`src/rtl/mmio_pkg.sv`:
```
// Shared definitions for the MMIO console transmitter.
//   tx_state_t     : UART transmitter state encoding
//   MMIO_FINI_WORD : store data that requests finish
package mmio_pkg;

  typedef enum logic [1:0] {
    TX_IDLE  = 2'd0,
    TX_START = 2'd1,
    TX_DATA  = 2'd2,
    TX_STOP  = 2'd3
  } tx_state_t;

  localparam logic [31:0] MMIO_FINI_WORD = 32'h00020000;

endpackage

```
`src/rtl/mmio_uart_tx_fifo.sv`:
```
// Synchronous byte FIFO with first-word-fall-through output.
//   clk_i, rst_i : clock, synchronous active-high reset (flushes pointers/count)
//   push_i, din_i: write strobe and data (ignored while full)
//   pop_i        : read strobe (ignored while empty)
//   dout_o       : head entry, valid whenever empty_o is low
//   full_o       : count == DEPTH
//   empty_o      : count == 0
module sync_fifo #(
  parameter int unsigned WIDTH = 8,
  parameter int unsigned DEPTH = 16
) (
  input  logic             clk_i,
  input  logic             rst_i,
  input  logic             push_i,
  input  logic             pop_i,
  input  logic [WIDTH-1:0] din_i,
  output logic [WIDTH-1:0] dout_o,
  output logic             full_o,
  output logic             empty_o
);

  localparam int unsigned AW = $clog2(DEPTH);

  logic [WIDTH-1:0] mem_q [DEPTH];
  logic [AW-1:0]    wr_ptr_q;
  logic [AW-1:0]    rd_ptr_q;
  logic [AW:0]      count_q;
  logic             do_push;
  logic             do_pop;

  assign full_o  = (count_q == (AW+1)'(DEPTH));
  assign empty_o = (count_q == '0);
  assign do_push = push_i & ~full_o;
  assign do_pop  = pop_i & ~empty_o;
  assign dout_o  = mem_q[rd_ptr_q];

  // Storage carries no reset; only the occupancy state is cleared.
  always_ff @(posedge clk_i) begin
    if (do_push) mem_q[wr_ptr_q] <= din_i;
  end

  // Pointers wrap naturally because DEPTH is a power of two.
  always_ff @(posedge clk_i) begin
    if (rst_i) begin
      wr_ptr_q <= '0;
      rd_ptr_q <= '0;
      count_q  <= '0;
    end else begin
      if (do_push) wr_ptr_q <= wr_ptr_q + AW'(1);
      if (do_pop)  rd_ptr_q <= rd_ptr_q + AW'(1);
      case ({do_push, do_pop})
        2'b10:   count_q <= count_q + (AW+1)'(1);
        2'b01:   count_q <= count_q - (AW+1)'(1);
        default: count_q <= count_q;
      endcase
    end
  end

endmodule

```
`src/rtl/mmio_uart_tx.sv`:
```
// Memory-mapped console transmitter. CPU stores with addr[31]=1 queue their low
// byte for 8N1 transmission; a store of FINI_WORD requests finish, and fini_o
// rises once every queued byte has fully left the line.
//   clk_i, rst_i   : clock, synchronous active-high reset
//   dbus_addr_i    : store address (only bit 31 decoded)
//   dbus_wvalid_i  : store valid
//   dbus_wdata_i   : store data
//   stall_o        : combinational; selected byte store blocked by a full FIFO
//   txd_o          : registered UART line, idle high
//   busy_o         : FIFO non-empty or transmitter active
//   fini_o         : sticky finish flag
module mmio_uart_tx
  import mmio_pkg::*;
#(
  parameter int unsigned CLK_HZ     = 100_000_000,
  parameter int unsigned BAUD       = 1_000_000,
  parameter int unsigned FIFO_DEPTH = 16,
  parameter logic [31:0] FINI_WORD  = MMIO_FINI_WORD
) (
  input  logic        clk_i,
  input  logic        rst_i,
  input  logic [31:0] dbus_addr_i,
  input  logic        dbus_wvalid_i,
  input  logic [31:0] dbus_wdata_i,
  output logic        stall_o,
  output logic        txd_o,
  output logic        busy_o,
  output logic        fini_o
);

  localparam int unsigned CLKS_PER_BIT = CLK_HZ / BAUD;
  localparam int unsigned CW = (CLKS_PER_BIT > 1) ? $clog2(CLKS_PER_BIT) : 1;
  localparam logic [CW-1:0] BAUD_LAST = CW'(CLKS_PER_BIT - 1);

  tx_state_t     state_q;
  logic [CW-1:0] baud_q;
  logic [2:0]    bit_idx_q;
  logic [7:0]    shift_q;
  logic          txd_q;
  logic          fini_pend_q;
  logic          fini_q;

  logic       sel;
  logic       is_fini;
  logic       push;
  logic       pop;
  logic       baud_last;
  logic [7:0] fifo_dout;
  logic       fifo_full;
  logic       fifo_empty;
  logic       unused_addr;

  assign unused_addr = ^dbus_addr_i[30:0];

  assign sel       = dbus_wvalid_i & dbus_addr_i[31];
  assign is_fini   = (dbus_wdata_i == FINI_WORD);
  // Full is the registered count, so a pop this cycle cannot unblock a store.
  assign stall_o   = sel & ~is_fini & ~fini_pend_q & fifo_full;
  assign push      = sel & ~is_fini & ~fini_pend_q & ~fifo_full;
  assign pop       = (state_q == TX_IDLE) & ~fifo_empty;
  assign baud_last = (baud_q == BAUD_LAST);

  assign txd_o  = txd_q;
  assign busy_o = ~fifo_empty | (state_q != TX_IDLE);
  assign fini_o = fini_q;

  sync_fifo #(
    .WIDTH (8),
    .DEPTH (FIFO_DEPTH)
  ) u_fifo (
    .clk_i   (clk_i),
    .rst_i   (rst_i),
    .push_i  (push),
    .pop_i   (pop),
    .din_i   (dbus_wdata_i[7:0]),
    .dout_o  (fifo_dout),
    .full_o  (fifo_full),
    .empty_o (fifo_empty)
  );

  always_ff @(posedge clk_i) begin
    if (rst_i) begin
      state_q     <= TX_IDLE;
      baud_q      <= '0;
      bit_idx_q   <= '0;
      txd_q       <= 1'b1;
      fini_pend_q <= 1'b0;
      fini_q      <= 1'b0;
    end else begin
      if (sel && is_fini) fini_pend_q <= 1'b1;
      if (fini_pend_q && fifo_empty && (state_q == TX_IDLE) && !pop) fini_q <= 1'b1;

      case (state_q)
        TX_IDLE: begin
          if (pop) begin
            shift_q <= fifo_dout;
            txd_q   <= 1'b0;
            baud_q  <= '0;
            state_q <= TX_START;
          end
        end
        TX_START: begin
          if (baud_last) begin
            txd_q     <= shift_q[0];
            shift_q   <= shift_q >> 1;
            bit_idx_q <= '0;
            baud_q    <= '0;
            state_q   <= TX_DATA;
          end else begin
            baud_q <= baud_q + CW'(1);
          end
        end
        TX_DATA: begin
          if (baud_last) begin
            baud_q <= '0;
            if (bit_idx_q == 3'd7) begin
              txd_q   <= 1'b1;
              state_q <= TX_STOP;
            end else begin
              txd_q     <= shift_q[0];
              shift_q   <= shift_q >> 1;
              bit_idx_q <= bit_idx_q + 3'd1;
            end
          end else begin
            baud_q <= baud_q + CW'(1);
          end
        end
        TX_STOP: begin
          if (baud_last) begin
            baud_q  <= '0;
            state_q <= TX_IDLE;
          end else begin
            baud_q <= baud_q + CW'(1);
          end
        end
        default: state_q <= TX_IDLE;
      endcase
    end
  end

endmodule

```
`config.mk`:
```
export PLATFORM = sky130hd
export DESIGN_NAME = mmio_uart_tx
export DESIGN_NICKNAME = d
export VERILOG_FILES = /design/src/rtl/mmio_pkg.sv /design/src/rtl/mmio_uart_tx_fifo.sv /design/src/rtl/mmio_uart_tx.sv
export SDC_FILE = /design/constraint.sdc
export NUM_CORES = 1
export LEC_CHECK = 0
export CAP_MARGIN = 10
export CELL_PAD_IN_SITES_DETAIL_PLACEMENT = 0
export CELL_PAD_IN_SITES_GLOBAL_PLACEMENT = 2
export CORE_UTILIZATION = 43
export CTS_BUF_LIST = sky130_fd_sc_hd__clkbuf_2
export DETAILED_ROUTE_END_ITERATION = 12
export PLACE_DENSITY_LB_ADDON = 0.25
export SLEW_MARGIN = 25
export SYNTH_ARGS = -nofsm -noshare
export SYNTH_HDL_FRONTEND = slang
export SYNTH_SLANG_ARGS = --single-unit
export TNS_END_PERCENT = 10
```
`constraint.sdc`:
```
create_clock -name clk_i -period 3.95 [get_ports clk_i]
set_input_delay 0.79 -clock clk_i [delete_from_list [all_inputs] [get_ports clk_i]]
set_output_delay 0.79 -clock clk_i [all_outputs]
set_load 0.01 [all_outputs]
```
# Yosys cells after proc, flatten, opt, wreduce, memory -nomap -nowiden
# Memories as Yosys holds them, arrays and structs flattened. A register that Yosys moved wholly into a read port is not among the register bits.
# Index checks and enable logic that the tools add are counted.
# word_totals
ram_bits	128
output_inout_bits	4
regBits	36
memories	1
input_bits	67
# memory_table
memory	words	width	read_ports	rd_ports_with_merged_regs	wr	line_no	rtl
u_fifo.mem_q	16	8	1	1	1	mmio_uart_tx_fifo.sv:24	logic [WIDTH-1:0] mem_q [DEPTH];
# classes
n_mux	28
n_bitwise	14
eq_ne	15
n_addsub	6
reduce_logical	16
# ops
op	n
$eq A32 B18 Y1 const B	1
$mux W8	4
$pmux W8 S3	1
$mux W7	2
$pmux W7 S2	1
$ne A2 B2 Y1 const B	6
$mux W2	5
$pmux W5 S2	1
$mux W3	3
$add A4 B1 Y4 const B	2
$and A1 B1 Y1	8
$mux W4	2
$pmux W2 S4	1
$reduce_and A4 Y1	2
$add A7 B1 Y7 const B	1
$eq A7 B7 Y1 const B	1
$eq A2 B2 Y1 const B	3
$mux W1	6
$pmux W3 S2	1
$reduce_and A6 Y1	1
$reduce_bool A2 Y1	3
$add A5 B1 Y5 const B	1
$eq A5 B5 Y1 const B	1
$logic_not A5 Y1	1
13 further kinds	21

# Depth between registers and ports, before layout
# depth
depth_word	8
ltp_mapped	14
depth_no_buf	12

# By module
# Synthesis repeated with hierarchy kept, for this count alone.
# unflattened
cells_unflattened	452
hier_area_um2	7123.1
# by_module_without_submodules
mod	area_each_um2	instances	seq_area_each_um2	cells_per_inst
sync_fifo	5836.8	1	4184.0	324
mmio_uart_tx	1286.2	1	540.5	128

# Worst setup path after synthesis
# Ideal clock, no wire load.
# synth_path
path_type	input to register
startpoint	input port dbus_wdata_i[16]
endpoint	register u_fifo.count_q[4]
required_time_ps	3879
path_slack_ps	813
arrival_time_ps	3067
stages	13
setup_time_ps	71
cell_sequence	nor4b_1 -> nand4_1 -> o21a_2 -> inv_2 -> ha_1 -> clkbuf_1 -> xor2_1 -> ha_1 -> a21oi_1 -> a32o_1 -> a21oi_1 -> or3_1 -> a21oi_1
# synth_via
elab_chain_cells	8
# synth_lines
element	line_no	rtl
start, declared	mmio_uart_tx.sv:24	input logic [31:0] dbus_wdata_i,
$eq A32 B18 Y1 (*)	mmio_uart_tx.sv:56	assign is_fini = (dbus_wdata_i == FINI_WORD);
$not A1 Y1 (*)	mmio_uart_tx.sv:59	assign push = sel & ~is_fini & ~fini_pend_q & ~fifo_full;
$and A1 B1 Y1 (*) (3 in series)	mmio_uart_tx.sv:59	
$and A1 B1 Y1 (*)	mmio_uart_tx_fifo.sv:33	assign do_push = push_i & ~full_o;
$eq A2 B1 Y1 or $eq A2 B2 Y1 (tied branches)	mmio_uart_tx_fifo.sv:51	case ({do_push, do_pop})
$pmux W5 S2 or $reduce_bool A2 Y1 (tied branches)	n/a	
end signal, assigned	mmio_uart_tx_fifo.sv:52	2'b10: count_q <= count_q + (AW+1)'(1);
end signal, assigned	mmio_uart_tx_fifo.sv:53	2'b01: count_q <= count_q - (AW+1)'(1);
end signal, assigned	mmio_uart_tx_fifo.sv:54	default: count_q <= count_q;
end, declared	mmio_uart_tx_fifo.sv:27	logic [AW:0] count_q;
# Every way passes the cells marked *; elsewhere a longest branch is shown, timed or not.
# A chain may end at the register's enable or synchronous reset.

# Worst setup path in the final report
# layout_path
startpoint	input port dbus_wdata_i[5]
endpoint	output port stall_o
# layout_via
elab_chain_cells	5
# layout_lines
element	line_no	rtl
$eq A32 B18 Y1	mmio_uart_tx.sv:56	
$not A1 Y1	mmio_uart_tx.sv:58	assign stall_o = sel & ~is_fini & ~fini_pend_q & fifo_full;
$and A1 B1 Y1 (3 in series)	mmio_uart_tx.sv:58	
end, declared	mmio_uart_tx.sv:25	output logic stall_o,
# Every way passes these cells.

==> flow_summary.json <==
{
  "finalWeightedCongestion": 0.745,
  "die_w_um": 130,
  "place_ws_ps": 96.8,
  "final_util": 0.503,
  "wl_um": 13900,
  "hold_buffers": 0,
  "wl_per_cell_um": 19.0,
  "core_mm2": 0.0159,
  "cts_buffers": 17,
  "ys_types": 52,
  "synth_edf_count": 136,
  "cpLargestDelayFamily": "simple AND/OR/NAND/NOR gates",
  "fmax_mhz": 277,
  "dp_hpwl_um": 9190,
  "syn_nets": 530,
  "cts_max_level": 4,
  "maxCapViolCount": 0,
  "finalSetupViolCount": 0,
  "critPathLaunchType": "input port",
  "worstPathArrival_ps": 2830,
  "clock_latency_ps": 730,
  "rsz0062_at_grt": "false",
  "track_usage": 0.182,
  "io_pins": 71,
  "setup_slack_ps": 335,
  "total_power_uw": 4280,
  "fill_cells": 1357,
  "hold_path.class": "register to register",
  "crit_fanout": 5,
  "clock_path_buffers": 2,
  "worst-setup-path-type": "input port to primary output",
  "drc": 0,
  "finalSetupTns_ps": 0,
  "yosysSeqAreaShare": 0.668,
  "area_delta_synth_final_pct": 13.5,
  "fin_skew_ps": 27.9,
  "worst_path_max_delay_cell": "clkdlybuf4s50_1",
  "drtIter0Drc": 285,
  "clk_pin_slew_ps": 210,
  "cp.required_ps": 3160,
  "slowest_delay_ps": 490,
  "yosys_register_bits": 168,
  "syn-cell-area_mm2": 0.00707,
  "slew_headroom": 0.364,
  "ctsResizeCount": 0,
  "cts.sinks": 168,
  "cts_setup_buffers": 0,
  "ir_worst_vdd_uv": 529,
  "yosysTopAreaCell": "edfxtp_1",
  "drive_above_1_share": 0.181,
  "fin_nets": 584,
  "start_util": 0.443,
  "synth_warnings": 0,
  "synthTopCellsByCount": "edfxtp_1 (136), nor2_1 (33), dfxtp_1 (32)",
  "status": "completed",
  "routed_via_density": 5.38,
  "cts_tree": "done",
  "grt_start_max_net_pins": 32,
  "syn_inst": 447,
  "fp.dieH_um": 130,
  "hold_viol_final": 0,
  "async_flop_share": 0,
  "cp-end-kind": "primary output",
  "via_count": 3929,
  "grt_pass1_wl_um": 21800,
  "std_cell_rows": 46,
  "synth_top_area_frac": 0.578,
  "critPathMostFrequentCell": "clkdlybuf4s50_1",
  "grt_pass1_vias": 3967,
  "post-route-period-util": 0.915,
  "io_buffers": 39,
  "hold_slack_ps": 492,
  "design.die.area_mm2": 0.0170,
  "grt_antenna_before_repair": 1,
  "slew_violations": 0,
  "clock-root-buffer": "clkbuf_2",
  "drtPass1Iterations": 4,
  "worst_pin_slew_ps": 953,
  "ys.flop_type": "edfxtp_1",
  "p_leak_uw": 0.00265,
  "avgSynthCellArea_um2": 15.8,
  "synthTopCellsByArea": "edfxtp_1 (58%), mux4_2 (9.6%), dfxtp_1 (9.1%), ha_1 (2.8%), nor2_1 (1.8%)",
  "grt_overflow": 0,
  "antenna_left": 0,
  "yosysMostFrequentCell": "edfxtp_1",
  "crit_chain": "clkdlybuf4s50_1, nor4_1, nand4_1, nor2_1, nor3_1, clkdlybuf4s50_1",
  "p_per_area_mw_per_mm2": 533,
  "timing.final.crit_period_ps": 3620,
  "crit_buf_inv": 2
}
## per-stage QoR
stage / std cells / instance area, um2
finish: 730 / 8020
global route: 730 / 8020
CTS: 729 / 8020
detailed placement: 698 / 7770
global placement: 698 / 7770
floorplan: 447 / 7070
## final timing paths
| kind | startpoint | end | slack, ps | cells past startpoint |
|---|---|---|---|---|
| setup / recovery | dbus_wdata_i[5] | stall_o | 330 | 6 |
| hold / removal | bit_idx_q[0]$_SDFFE_PP0P_ | bit_idx_q[0]$_SDFFE_PP0P_ | 490 | 1 |
| setup reg to reg | state_q[1]$_SDFFE_PP0P_ | u_fifo.count_q[4]$_SDFFE_PP0P_ | 990 | 11 |
| hold reg to reg | bit_idx_q[0]$_SDFFE_PP0P_ | bit_idx_q[0]$_SDFFE_PP0P_ | 490 | 1 |
## cells by family after synthesis
logic type	Yosys count	share of synthesized area
mux	52	0.135
simple gates	104	0.0775
fa+ha+maj	16	0.0283
compound gates	63	0.0566
flops	168	0.668
xor+xnor	10	0.0124
buf+inv	34	0.0218
## power by group
group / total, uW / switching, uW / leakage (uW) / internal (uW)
clock network: 931 / 581 / 0.000149 / 350
logic: 1190 / 654 / 0.00101 / 540
registers: 2150 / 97.5 / 0.00149 / 2050
total: 4280 / 1330 / 0.00265 / 2940
## flip-flops by register name, indices dropped and copies added (netlist names), named ones only
signal / flops
u_fifo.mem_q: 128
baud_q: 7
bit_idx_q: 3
shift_q: 8
txd_o: 1
u_fifo.wr_ptr_q: 4
fini_o: 1
state_q: 2
u_fifo.rd_ptr_q: 4
u_fifo.count_q: 5
fini_pend_q: 1
## placed cells by master, fill, tap and decap left out, types with 3 or more instances in the layout
master / count
edfxtp_1: 136
clkdlybuf4s50_1: 39
nor2_1: 32
dfxtp_1: 32
mux4_2: 30
a21oi_1: 20
clkbuf_2: 18
buf_4: 18
ha_1: 16
and3_1: 15
nand2_1: 14
mux2i_1: 12
inv_1: 9
o21ai_0: 8
mux2_2: 7
o21ai_1: 7
nor4_1: 7
nor2b_1: 7
xor2_1: 6
nand4_1: 4
nor3_1: 4
xnor2_1: 4
nand3_1: 4
a211oi_1: 3
a311oi_1: 3
a32o_1: 3
a31oi_1: 3
or3_1: 3
mux4_1: 3
clkinv_4: 3
bufinv_16: 3
clkinv_2: 3
## metal layers
layer | up-vias | wire, um | track usage
met3 | 17 | 597 | 0.0447
met2 | 86 | 6980 | 0.300
li1 | 1867 | - | -
met4 | 0 | 193 | 0.0698
met5 | - | 0 | 0
met1 | 1959 | 6100 | 0.231
## final cells by class
class                           count  area (um2)  share of cell area
Timing Repair Buffer               58         546              0.0680
Multi-Input combinational cell    245        2190               0.273
Sequential cell                   168        4720               0.589
Clock inverter                     13         155              0.0193
Antenna cell                        1        2.50            0.000312
Inverter                           11        41.3             0.00515
Tap cell                          216         270              0.0337
Clock buffer                       18        90.1              0.0112
Power figures use the tool's default switching activity.
